File: src/rtl/readout_pkg.sv
// Shared definitions for the memory readout streamer: FSM state encoding and
// helpers that derive byte-lane and timeout-counter widths from the module parameters.
package readout_pkg;

  typedef enum logic [2:0] {
    IDLE      = 3'd0,
    REQ       = 3'd1,
    WAIT_DATA = 3'd2,
    SEND      = 3'd3,
    NEXT      = 3'd4,
    CSUM      = 3'd5,
    DONE      = 3'd6
  } state_t;

  localparam int DEF_ADDR_W      = 30;
  localparam int DEF_DATA_W      = 32;
  localparam int DEF_MEM_TIMEOUT = 1024;

  function automatic int bytes_per_word(input int data_w);
    return data_w / 8;
  endfunction

  function automatic int timer_width(input int timeout);
    return $clog2(timeout + 1);
  endfunction

endpackage

File: src/rtl/readout_byte_serializer.sv
// Holds one memory word and emits it LSB-byte-first to the TX FIFO under the full-flag
// handshake. With READOUT_CHECKSUM_EN defined it also keeps the running XOR of sent bytes.
module readout_byte_serializer
  import readout_pkg::*;
#(
  parameter int DATA_W = DEF_DATA_W
) (
  input  logic              clk,
  input  logic              reset,
  input  logic              load,
  input  logic [DATA_W-1:0] word,
  input  logic              send_data,
`ifdef READOUT_CHECKSUM_EN
  input  logic              clear_csum,
  input  logic              send_csum,
`endif
  input  logic              tx_buffer_full,
  output logic [7:0]        tx_data,
  output logic              tx_write,
  output logic              last_byte
);

  localparam int BPW   = bytes_per_word(DATA_W);
  localparam int IDX_W = (BPW > 1) ? $clog2(BPW) : 1;

  logic [BPW-1:0][7:0] data_q;
  logic [IDX_W-1:0]    idx;
  logic [7:0]          cur_byte;
`ifdef READOUT_CHECKSUM_EN
  logic [7:0]          csum_q;
`endif

  assign cur_byte  = data_q[idx];
  assign last_byte = (idx == IDX_W'(BPW - 1));

  always_comb begin
    tx_write = 1'b0;
    tx_data  = cur_byte;
    if (send_data) tx_write = !tx_buffer_full;
`ifdef READOUT_CHECKSUM_EN
    if (send_csum) begin
      tx_data  = csum_q;
      tx_write = !tx_buffer_full;
    end
`endif
  end

  // A fresh load always restarts at byte 0; the index only moves on an accepted write.
  always_ff @(posedge clk) begin
    if (reset) begin
      data_q <= '0;
      idx    <= '0;
`ifdef READOUT_CHECKSUM_EN
      csum_q <= '0;
`endif
    end else begin
      if (load) begin
        data_q <= word;
        idx    <= '0;
      end else if (send_data && !tx_buffer_full) begin
        idx <= idx + 1'b1;
      end
`ifdef READOUT_CHECKSUM_EN
      if (clear_csum) csum_q <= '0;
      else if (send_data && !tx_buffer_full) csum_q <= csum_q ^ cur_byte;
`endif
    end
  end

endmodule

File: src/rtl/mem_readout_streamer.sv
// Streams memory words addr_start..addr_end into the UART TX FIFO, one read outstanding,
// with range and read-timeout error reporting. READOUT_CHECKSUM_EN appends an XOR byte.
module mem_readout_streamer
  import readout_pkg::*;
#(
  parameter int ADDR_W      = DEF_ADDR_W,
  parameter int DATA_W      = DEF_DATA_W,
  parameter int MEM_TIMEOUT = DEF_MEM_TIMEOUT
) (
  input  logic              clk,
  input  logic              reset,
  input  logic              start,
  input  logic [ADDR_W-1:0] addr_start,
  input  logic [ADDR_W-1:0] addr_end,
  output logic              busy,
  output logic              done,
  output logic              error,
  output logic              mem_rd_en,
  output logic [ADDR_W-1:0] mem_rd_addr,
  input  logic              mem_rd_valid,
  input  logic [DATA_W-1:0] mem_rd_data,
  output logic [7:0]        tx_data,
  output logic              tx_write,
  input  logic              tx_buffer_full
);

  localparam int TIMER_W = timer_width(MEM_TIMEOUT);

  state_t             state, state_nx;
  logic [ADDR_W-1:0]  addr_q, addr_end_q;
  logic [TIMER_W-1:0] timer_q;
  logic               err_q;
  logic               range_bad, addr_is_last, timed_out, wr_ok;
  logic               ser_load, ser_send_data, ser_last;
`ifdef READOUT_CHECKSUM_EN
  logic               ser_send_csum, ser_clear;
`endif

  assign range_bad    = addr_end < addr_start;
  assign addr_is_last = addr_q == addr_end_q;
  assign timed_out    = timer_q == TIMER_W'(MEM_TIMEOUT - 1);
  assign wr_ok        = !tx_buffer_full && !reset;
  assign mem_rd_addr  = addr_q;

  always_ff @(posedge clk) begin
    if (reset) state <= IDLE;
    else       state <= state_nx;
  end

  // Address compare happens before the increment, so an all-ones end address never wraps.
  always_ff @(posedge clk) begin
    if (reset) begin
      addr_q     <= '0;
      addr_end_q <= '0;
      timer_q    <= '0;
      err_q      <= 1'b0;
    end else begin
      case (state)
        IDLE: if (start) begin
          addr_q     <= addr_start;
          addr_end_q <= addr_end;
          err_q      <= range_bad;
        end
        REQ:       timer_q <= '0;
        WAIT_DATA: begin
          timer_q <= timer_q + 1'b1;
          if (!mem_rd_valid && timed_out) err_q <= 1'b1;
        end
        NEXT:      if (!addr_is_last) addr_q <= addr_q + 1'b1;
        default:   ;
      endcase
    end
  end

  always_comb begin
    state_nx      = state;
    busy          = 1'b0;
    done          = 1'b0;
    error         = 1'b0;
    mem_rd_en     = 1'b0;
    ser_load      = 1'b0;
    ser_send_data = 1'b0;
`ifdef READOUT_CHECKSUM_EN
    ser_send_csum = 1'b0;
    ser_clear     = 1'b0;
`endif
    case (state)
      IDLE: if (start) begin
`ifdef READOUT_CHECKSUM_EN
        ser_clear = 1'b1;
`endif
        state_nx = range_bad ? DONE : REQ;
      end
      REQ: begin
        busy      = 1'b1;
        mem_rd_en = !reset;
        state_nx  = WAIT_DATA;
      end
      WAIT_DATA: begin
        busy = 1'b1;
        if (mem_rd_valid) begin
          ser_load = 1'b1;
          state_nx = SEND;
        end else if (timed_out) begin
          state_nx = DONE;
        end
      end
      SEND: begin
        busy          = 1'b1;
        ser_send_data = !reset;
`ifdef READOUT_CHECKSUM_EN
        if (wr_ok && ser_last) state_nx = addr_is_last ? CSUM : NEXT;
`else
        if (wr_ok && ser_last) state_nx = NEXT;
`endif
      end
      NEXT: begin
        busy     = 1'b1;
        state_nx = addr_is_last ? DONE : REQ;
      end
`ifdef READOUT_CHECKSUM_EN
      CSUM: begin
        busy          = 1'b1;
        ser_send_csum = !reset;
        if (wr_ok) state_nx = DONE;
      end
`endif
      DONE: begin
        done     = !reset;
        error    = err_q && !reset;
        state_nx = IDLE;
      end
      default: state_nx = IDLE;
    endcase
  end

  readout_byte_serializer #(.DATA_W(DATA_W)) u_serializer (
    .clk            (clk),
    .reset          (reset),
    .load           (ser_load),
    .word           (mem_rd_data),
    .send_data      (ser_send_data),
`ifdef READOUT_CHECKSUM_EN
    .clear_csum     (ser_clear),
    .send_csum      (ser_send_csum),
`endif
    .tx_buffer_full (tx_buffer_full),
    .tx_data        (tx_data),
    .tx_write       (tx_write),
    .last_byte      (ser_last)
  );

endmodule

File: config.mk
export PLATFORM = sky130hd
export DESIGN_NAME = mem_readout_streamer
export DESIGN_NICKNAME = d
export VERILOG_FILES = /design/src/rtl/readout_pkg.sv /design/src/rtl/readout_byte_serializer.sv /design/src/rtl/mem_readout_streamer.sv
export SDC_FILE = /design/constraint.sdc
export NUM_CORES = 1
export LEC_CHECK = 0
export ABC_AREA = 1
export ABC_CLOCK_PERIOD_IN_PS = 2100
export CORE_MARGIN = 8
export CORE_UTILIZATION = 25
export CTS_CLUSTER_DIAMETER = 40
export DETAILED_ROUTE_END_ITERATION = 10
export DONT_BUFFER_PORTS = 1
export SETUP_SLACK_MARGIN = 0.4
export SYNTH_ARGS = -nofsm -noshare
export SYNTH_HDL_FRONTEND = slang
export SYNTH_SLANG_ARGS = --single-unit
File: constraint.sdc
create_clock -name clk -period 2.1 [get_ports clk]
set_input_delay 0.105 -clock clk [delete_from_list [all_inputs] [get_ports clk]]
set_output_delay 0.105 -clock clk [all_outputs]
set_load 0.05 [all_outputs]
==> results.ini, run 1 <==
[logic_synthesis]
yosys.cell_types.count = 43
synthCells = 1030
mean_instance_size_in_the_synthesized_netlist_um2 = 6.493
synth_edf_count = 0
netlist_area_mm2 = 0.006688
area_share_of_the_leading_cell_type_in_the_synthesized_netlist_pct = 32.63
synth.most_common_cell = sky130_fd_sc_hd__nand2_1
synth_area_leaders = sky130_fd_sc_hd__dfxtp_1 (33%), sky130_fd_sc_hd__nand2_1 (13%), sky130_fd_sc_hd__nor2_1 (9.5%), sky130_fd_sc_hd__o21ai_0 (6.1%), sky130_fd_sc_hd__ha_1 (6.0%)
net_count_of_the_mapped_netlist = 1159
synth-async-reset-ratio_pct = 0
yosysSeqAreaShare_pct = 32.63
ys.flop_type = sky130_fd_sc_hd__dfxtp_1
synthesis.yosys.warnings = 0
yosys.area.top_type = sky130_fd_sc_hd__dfxtp_1
ys_top_cells_by_count = sky130_fd_sc_hd__nand2_1 (239), sky130_fd_sc_hd__nor2_1 (169), sky130_fd_sc_hd__dfxtp_1 (109)
postSynthRegisterBits = 109

[worst_setup_path]
crit_fanout = 5
crit-reg2reg-capture = mem_rd_addr[20]$_SDFFE_PP0P_
arrival_ns = 1.99
worst_setup_path_end_kind = flip-flop
crit_type = reg2reg
reg2reg_from = mem_rd_addr[1]$_SDFFE_PP0P_
data_required_time_of_the_worst_path_ns = 2.36
critical_path.endpoint = mem_rd_addr[20]$_SDFFE_PP0P_
ff2ff_setup_slack_ns = 0.37
reg2regPathDepth = 12
worst_setup_path_startpoint = mem_rd_addr[1]$_SDFFE_PP0P_
startpoint_type = flip-flop

[cells_and_area]
final_layout_size_suffix_gt1_share_pct = 21.51
fin_nets = 1286
finalNonFillerCells = 1503
insertedDiodeCount = 0
finalCoreUtilization_pct = 35.35
layout_area_overhead_pct = 40.47

[floorplan]
die_height_um = 179.6
die_area_mm2 = 0.03224
core_area_mm2 = 0.02658
floorplan.initialDensity_pct = 25.16
core.rowCount = 60
die_width_um = 179.6
ios = 140

[power_and_ir_drop]
switching_share_pct = 48.41
p_leak_nw = 3.870
power.internal_w = 0.006088
combPwrFrac_pct = 55.6
p_switching_w = 0.005712
vdd_ir_drop_max_mv = 0.4595
clockPowerShare_pct = 15.0
share_seq_of_total_power_pct = 29.5
cellPowerDensity_mw_per_mm2 = 1256

[route]
detail_route.first_pass.iterations = 5
detail_route.vias_per_cell = 4.876
drcViolationCount = 0
wl_per_cell_um = 16.82
via_count = 7328
final_antenna_net_count = 0
initialDrtViolationCount = 547
routed_wl_mm = 25.27

[timing]
setup_viol = 0
grt_setup_unrepaired = true
min_period_ns = 1.727
final_slew_viol_count = 0
final_hold_viol_count = 0
final_min_period_over_clock_period_pct = 82.23
setup_tns_ns = 0
worst_slew_margin_rel_pct = 27.41
max_freq_ghz = 0.5791
clock_skew_ns = 0.01173
worst_pin_slew_ns = 1.085

[place]
gp_routability_congestion = 0.8822
port-buffer-count = 0
dp_cells = 1372
place_hpwl_mm = 17.12

[clocking]
cts_made_buffers = 9
ctsLongestPathBuffers = 2
clock_latency_ns = 0.36
clock_tree.root_cell = sky130_fd_sc_hd__clkbuf_16
cts.reportedPaths.clkPinSlew_ns = 0.08
clkSinkCount = 109
htree_levels = 3
tritoncts_clock_tree = yes

[worst_hold_path]
min_path_type = in2reg

[grt]
number_of_antenna_violations_at_the_first_check_in_global_routing = 0
grt_first_pass_wirelength_mm = 37.46
grt-ovfl-total = 0
number_of_global_route_vias_before_repair = 6927
groute.usage.overall_pct = 14.42
grt_start_max_net_pins = 45

[outcome]
outcome = complete, no violations

[job]
cap_viol_max_count = 0

## layer usage
layer | routed length [um] | track usage [%] | vias to the layer above
met5 | 0 | 0 | -
met4 | 480 | 4.301 | 0
met3 | 2195 | 4.234 | 36
met2 | 11830 | 23.58 | 274
met1 | 10770 | 18.06 | 3427
li1 | - | - | 3591
## state kept, by name (all words and copies together) (netlist names)
signal and flops:
addr_end_q 30, mem_rd_addr 30, err_q 1, timer_q 11, u_serializer.idx 2, state 3, u_serializer.data_q 32
## power groups by stage
stage | registers [W] | clock network, W | logic, W
2_1_floorplan | 0.00412 | 0 | 0.00301
4_1_cts | 0.00335 | 0.00180 | 0.00541
3_3_place_gp | 0.00338 | 0 | 0.00492
6_report | 0.00348 | 0.00176 | 0.00656
3_5_place_dp | 0.00339 | 0 | 0.00497
5_1_grt | 0.00357 | 0.00187 | 0.00705
## kinds of logic (layout without fill, tap and decap cells)
group           Yosys count  count (layout)  synth area share (%)
simple gates            517             517                 32.09
compound gates          196             196                 15.92
buf+inv                 145             277                 9.317
flops                   109             109                 32.63
fa+ha+maj                32              32                 5.987
xor+xnor                 31              31                 4.060
## layout by cell type (no fill, tap or decap), drive strengths merged, types with 9 or more instances in the layout
cell and count:
xor2 9, a21oi 71, dlygate4sd3 71, buf 86, inv 102, nand2 247, dfxtp 109, nand3 63
o21ai 99, nand4 11, xnor2 22, nor3 11, ha 32, clkbuf 13, o22ai 10, nor2 177
## through the flow
step	hold slack, ns	total power, W	instance area [um^2]	setup WS [ns]
after floorplan	0.2692	0.007131	6810	0.4164
after global placement	0.1787	0.008299	7353	0.2292
after detailed placement	0.1861	0.008365	7353	0.2315
after CTS	0.005809	0.01056	8696	0.3553
after global routing	0.05183	0.01249	9394	0.2486
final	0.02185	0.01180	9394	0.3732
## critical path, stage by stage, from the launching register on
cell                      delay, ns
sky130_fd_sc_hd__dfxtp_4       0.40
sky130_fd_sc_hd__ha_4          0.15
sky130_fd_sc_hd__nand2_4       0.06
sky130_fd_sc_hd__nor2_4        0.14
sky130_fd_sc_hd__nand2_4       0.08
sky130_fd_sc_hd__nor2_4        0.11
sky130_fd_sc_hd__nand3_4       0.12
sky130_fd_sc_hd__nor2_4        0.16
sky130_fd_sc_hd__nand3_2       0.10
sky130_fd_sc_hd__o22ai_2       0.12
sky130_fd_sc_hd__nand2_1       0.07
sky130_fd_sc_hd__nand2_1       0.06
sky130_fd_sc_hd__nor2_1        0.04
## repair_timing
item                                    4_1_cts  5_1_grt
setup buffers                                16       21
gates cloned                                  0        6
pin swaps                                    11       40
endpoints found under the setup margin       78       78
hold buffers                                 72        0
gates resized for setup                      53      115
endpoints found under the hold margin        86        0
## layout make-up
class                   instances  area [um^2]
repair inverters                3        45.04
fillers                      2789        17180
clock inverters                 5        40.04
flip-flops and latches        109         2293
well taps                     341        426.7
repair buffers                159         1588
clock buffers                  11        252.7
multi-input cells             776         4339
inverters                      99        409.1
## worst min-delay path by stage
stage,start,endpoint,cells past startpoint
finish,addr_start[20],mem_rd_addr[20]$_SDFFE_PP0P_,4
floorplan,mem_rd_data[28],u_serializer.data_q[28]$_SDFFE_PP0P_,2
global route,addr_start[20],mem_rd_addr[20]$_SDFFE_PP0P_,4
global placement,reset,mem_rd_addr[10]$_SDFFE_PP0P_,1
detailed placement,reset,mem_rd_addr[10]$_SDFFE_PP0P_,1
CTS,addr_start[17],mem_rd_addr[17]$_SDFFE_PP0P_,4
Note: power is estimated with default switching activity, not from simulation.
==> run 2: changes to the inputs <==
--- a/config.mk
+++ b/config.mk
@@ -5,8 +5,8 @@
 export SDC_FILE = /design/constraint.sdc
 export NUM_CORES = 1
 export LEC_CHECK = 0
-export ABC_AREA = 1
-export ABC_CLOCK_PERIOD_IN_PS = 2100
+export ABC_AREA = 0
+export ABC_CLOCK_PERIOD_IN_PS = 1600
 export CORE_MARGIN = 8
 export CORE_UTILIZATION = 25
 export CTS_CLUSTER_DIAMETER = 40
==> constraint.sdc (replaced) <==
create_clock -name clk -period 1.6 [get_ports clk]
set_input_delay 0.08 -clock clk [delete_from_list [all_inputs] [get_ports clk]]
set_output_delay 0.08 -clock clk [all_outputs]
set_load 0.05 [all_outputs]
==> run 2 against run 1 <==
Effect of this change:
- the run now ends with negative hold slack, negative setup slack left
- global-route usage up 1.0 points
- synthesized cell count down 23%
- hold slack worse by 0.23 ns
- sequential power up 9.8%
- clock skew down 0.0011 ns
- design area up 9.0%
- utilization up 5.8 points
- sequential share of layout area down 2.0 points
- critical endpoint is now mem_rd_addr[2]$_SDFFE_PP0P_
==> results.ini, run 2 <==
[timing]
worst_pin_slew_ns = 0.4712
clock_skew_ns = 0.01064
final_min_period_over_clock_period_pct = 125.7
min_period_ns = 2.012
grt_setup_unrepaired = true
final_slew_viol_count = 0
worst_slew_margin_rel_pct = 68.45
timing.final.ws_setup_ns = -0.4117
max_freq_ghz = 0.4971
final_hold_viol_count = 104
setup_viol = 83
hold-worst-slack_ns = -0.2074

[logic_synthesis]
ys.flop_type = sky130_fd_sc_hd__dfxtp_1
yosys.area.top_type = sky130_fd_sc_hd__dfxtp_1
yosys.cell_types.count = 67
mean_instance_size_in_the_synthesized_netlist_um2 = 7.883
synthesis.yosys.warnings = 0
net_count_of_the_mapped_netlist = 922
synth_area_leaders = sky130_fd_sc_hd__dfxtp_1 (35%), sky130_fd_sc_hd__nand2_1 (10%), sky130_fd_sc_hd__a21oi_1 (7.8%), sky130_fd_sc_hd__ha_1 (6.4%), sky130_fd_sc_hd__xor2_1 (4.2%)
area_share_of_the_leading_cell_type_in_the_synthesized_netlist_pct = 34.91
synthCells = 793
yosysSeqAreaShare_pct = 34.91
postSynthRegisterBits = 109
synth-async-reset-ratio_pct = 0
synth.most_common_cell = sky130_fd_sc_hd__nand2_1
ys_top_cells_by_count = sky130_fd_sc_hd__nand2_1 (171), sky130_fd_sc_hd__dfxtp_1 (109), sky130_fd_sc_hd__a21oi_1 (98)
synth_edf_count = 0
netlist_area_mm2 = 0.006251

[worst_setup_path]
startpoint_type = flip-flop
worst_setup_path_end_kind = flip-flop
slowest_stage = sky130_fd_sc_hd__nor4_2
crit_fanout = 6
worst_path_largest_cell_delay_ns = 0.36
data_required_time_of_the_worst_path_ns = 1.85
crit_type = reg2reg
cp_cell_sequence = xor2_2 > nor4_2 > nand4_1 > o21a_2 > buf_4 > o2bb2ai_1 > a211oi_1
arrival_ns = 2.27

[grt]
number_of_global_route_vias_before_repair = 6429
grt_first_pass_wirelength_mm = 36.97
grt-ovfl-total = 0
grt_busiest_layer = met2
grt_util_met3_pct = 4.795
number_of_antenna_violations_at_the_first_check_in_global_routing = 0
groute.layer.met1.usage_pct = 18.73
globalRouteMet2Util_pct = 25.00
groute.usage.overall_pct = 15.44
grt_start_max_net_pins = 115

[cells_and_area]
mostFrequentLayoutCell = sky130_fd_sc_hd__buf_4
final_cell_mix = sky130_fd_sc_hd__buf_4 (119), sky130_fd_sc_hd__nand2_1 (106), sky130_fd_sc_hd__dfxtp_1 (71)
regMostFlops = u_serializer.data_q
layout_area_overhead_pct = 63.73
insertedDiodeCount = 0
fin_nets = 1084
num-fill-cells = 2289
final_layout_size_suffix_gt1_share_pct = 50.42
finalNonFillerCells = 1290
largest_register_ffs = 32

[clocking]
clock_latency_ns = 0.36
tritoncts_clock_tree = yes
cts_made_buffers = 9
ctsLongestPathBuffers = 2
clkSinkCount = 109
cts.reportedPaths.clkPinSlew_ns = 0.08
htree_levels = 3
clock_tree.root_cell = sky130_fd_sc_hd__clkbuf_16

[floorplan]
core.rowCount = 58
core_area_mm2 = 0.02489
die_height_um = 174.1
ios = 140
die_area_mm2 = 0.03032
die_width_um = 174.1
floorplan.initialDensity_pct = 25.11

[route]
detail_route.first_pass.iterations = 5
via_count = 6720
final_antenna_net_count = 0
drcViolationCount = 0
initialDrtViolationCount = 459
wl_per_cell_um = 19.73
detail_route.vias_per_cell = 5.209
routed_wl_mm = 25.46

[place]
port-buffer-count = 0
gp_routability_congestion = 0.8424
place_hpwl_mm = 17.51
pre_cts_slack_ns = -0.6914
dp_cells = 1210

[worst_hold_path]
min_path_type = in2reg

[outcome]
outcome = finished with violations
violated_checks = negative hold slack, negative setup slack

[power_and_ir_drop]
cellPowerDensity_mw_per_mm2 = 1562
p_leak_nw = 4.162
vdd_ir_drop_max_mv = 0.6772

[job]
cap_viol_max_count = 0

run 2: routing by layer:
layer	routed length (um)	part of all wire [%]	vias to the layer above
li1	-	-	3179
met1	10290	40	3277
met2	12160	48	215
met3	2031	8.0	49
met4	968	3.8	0
met5	0	0	-
run 2: path summary, 6_finish.rpt:
path                            cells after the start                                   end                            startpoint  slack (ns)
worst max-delay path                                7           mem_rd_addr[2]$_SDFFE_PP0P_           addr_end_q[16]$_SDFFE_PP0P_       -0.41
worst min-delay path                                1  u_serializer.data_q[13]$_SDFFE_PP0P_                                 reset       -0.21
worst min register to register                      2  u_serializer.data_q[28]$_SDFFE_PP0P_  u_serializer.data_q[28]$_SDFFE_PP0P_        0.46
worst max register to register                      7           mem_rd_addr[2]$_SDFFE_PP0P_           addr_end_q[16]$_SDFFE_PP0P_       -0.41
run 2: per-stage QoR:
stage	hold WS (ns)	TNS (ns)	area, um^2	utilization [%]	power [W]
after floorplan	0.2160	-8.193	6710	-	0.008211
after global placement	0.1583	-19.12	7869	31.61	0.01020
after detailed placement	0.1599	-19.82	7869	31.61	0.01026
after CTS	-0.2190	-11.86	9319	37.44	0.01465
after global routing	-0.2176	-20.90	10230	41.12	0.01675
final	-0.2074	-15.55	10230	41.12	0.01598
run 2: layout make-up:
cell class                      instances  area (um^2)  share of cell area (%)
Multi-Input combinational cell        600         4918                   48.06
Sequential cell                       109         2295                   22.42
Timing Repair Buffer                  200         2191                   21.41
Inverter                               35        136.4                   1.333
Clock inverter                          6        42.54                  0.4156
Tap cell                              330        412.9                   4.034
Clock buffer                           10        239.0                   2.335
run 2: critical path: cells and delay by family (launching register included):
family	cells	cell delay (ns)
AO/OA/AOI/OAI	3	0.68
XOR/XNOR	1	0.18
buffers and inverters	1	0.18
flip-flops	1	0.34
AND/OR/NAND/NOR	2	0.53
run 2: cell families after synthesis:
group,after synthesis,share of synthesized area [%]
AND/OR/NAND/NOR,316,23.24
AO/OA/AOI/OAI,204,21.08
flip-flops,109,34.91
buffers and inverters,85,5.725
XOR/XNOR,32,4.484
adder cells (fa/ha/maj),32,6.405
multiplexers,15,4.163
run 2: timing repair:
action / CTS / global route
pin swaps: 49 / 81
hold endpoints to repair: 107 / 107
resized for setup: 180 / 151
endpoints found under the setup margin: 123 / 124
gates cloned: 8 / 3
setup buffers: 29 / 24
run 2: report_power, final:
| group | internal (W) | total, W | leakage (nW) | switching (W) |
|---|---|---|---|---|
| combinational | 0.00463 | 0.00997 | 3.11 | 0.00534 |
| clock | 0.00111 | 0.00220 | 0.140 | 0.00109 |
| sequential | 0.00337 | 0.00382 | 0.912 | 0.000445 |
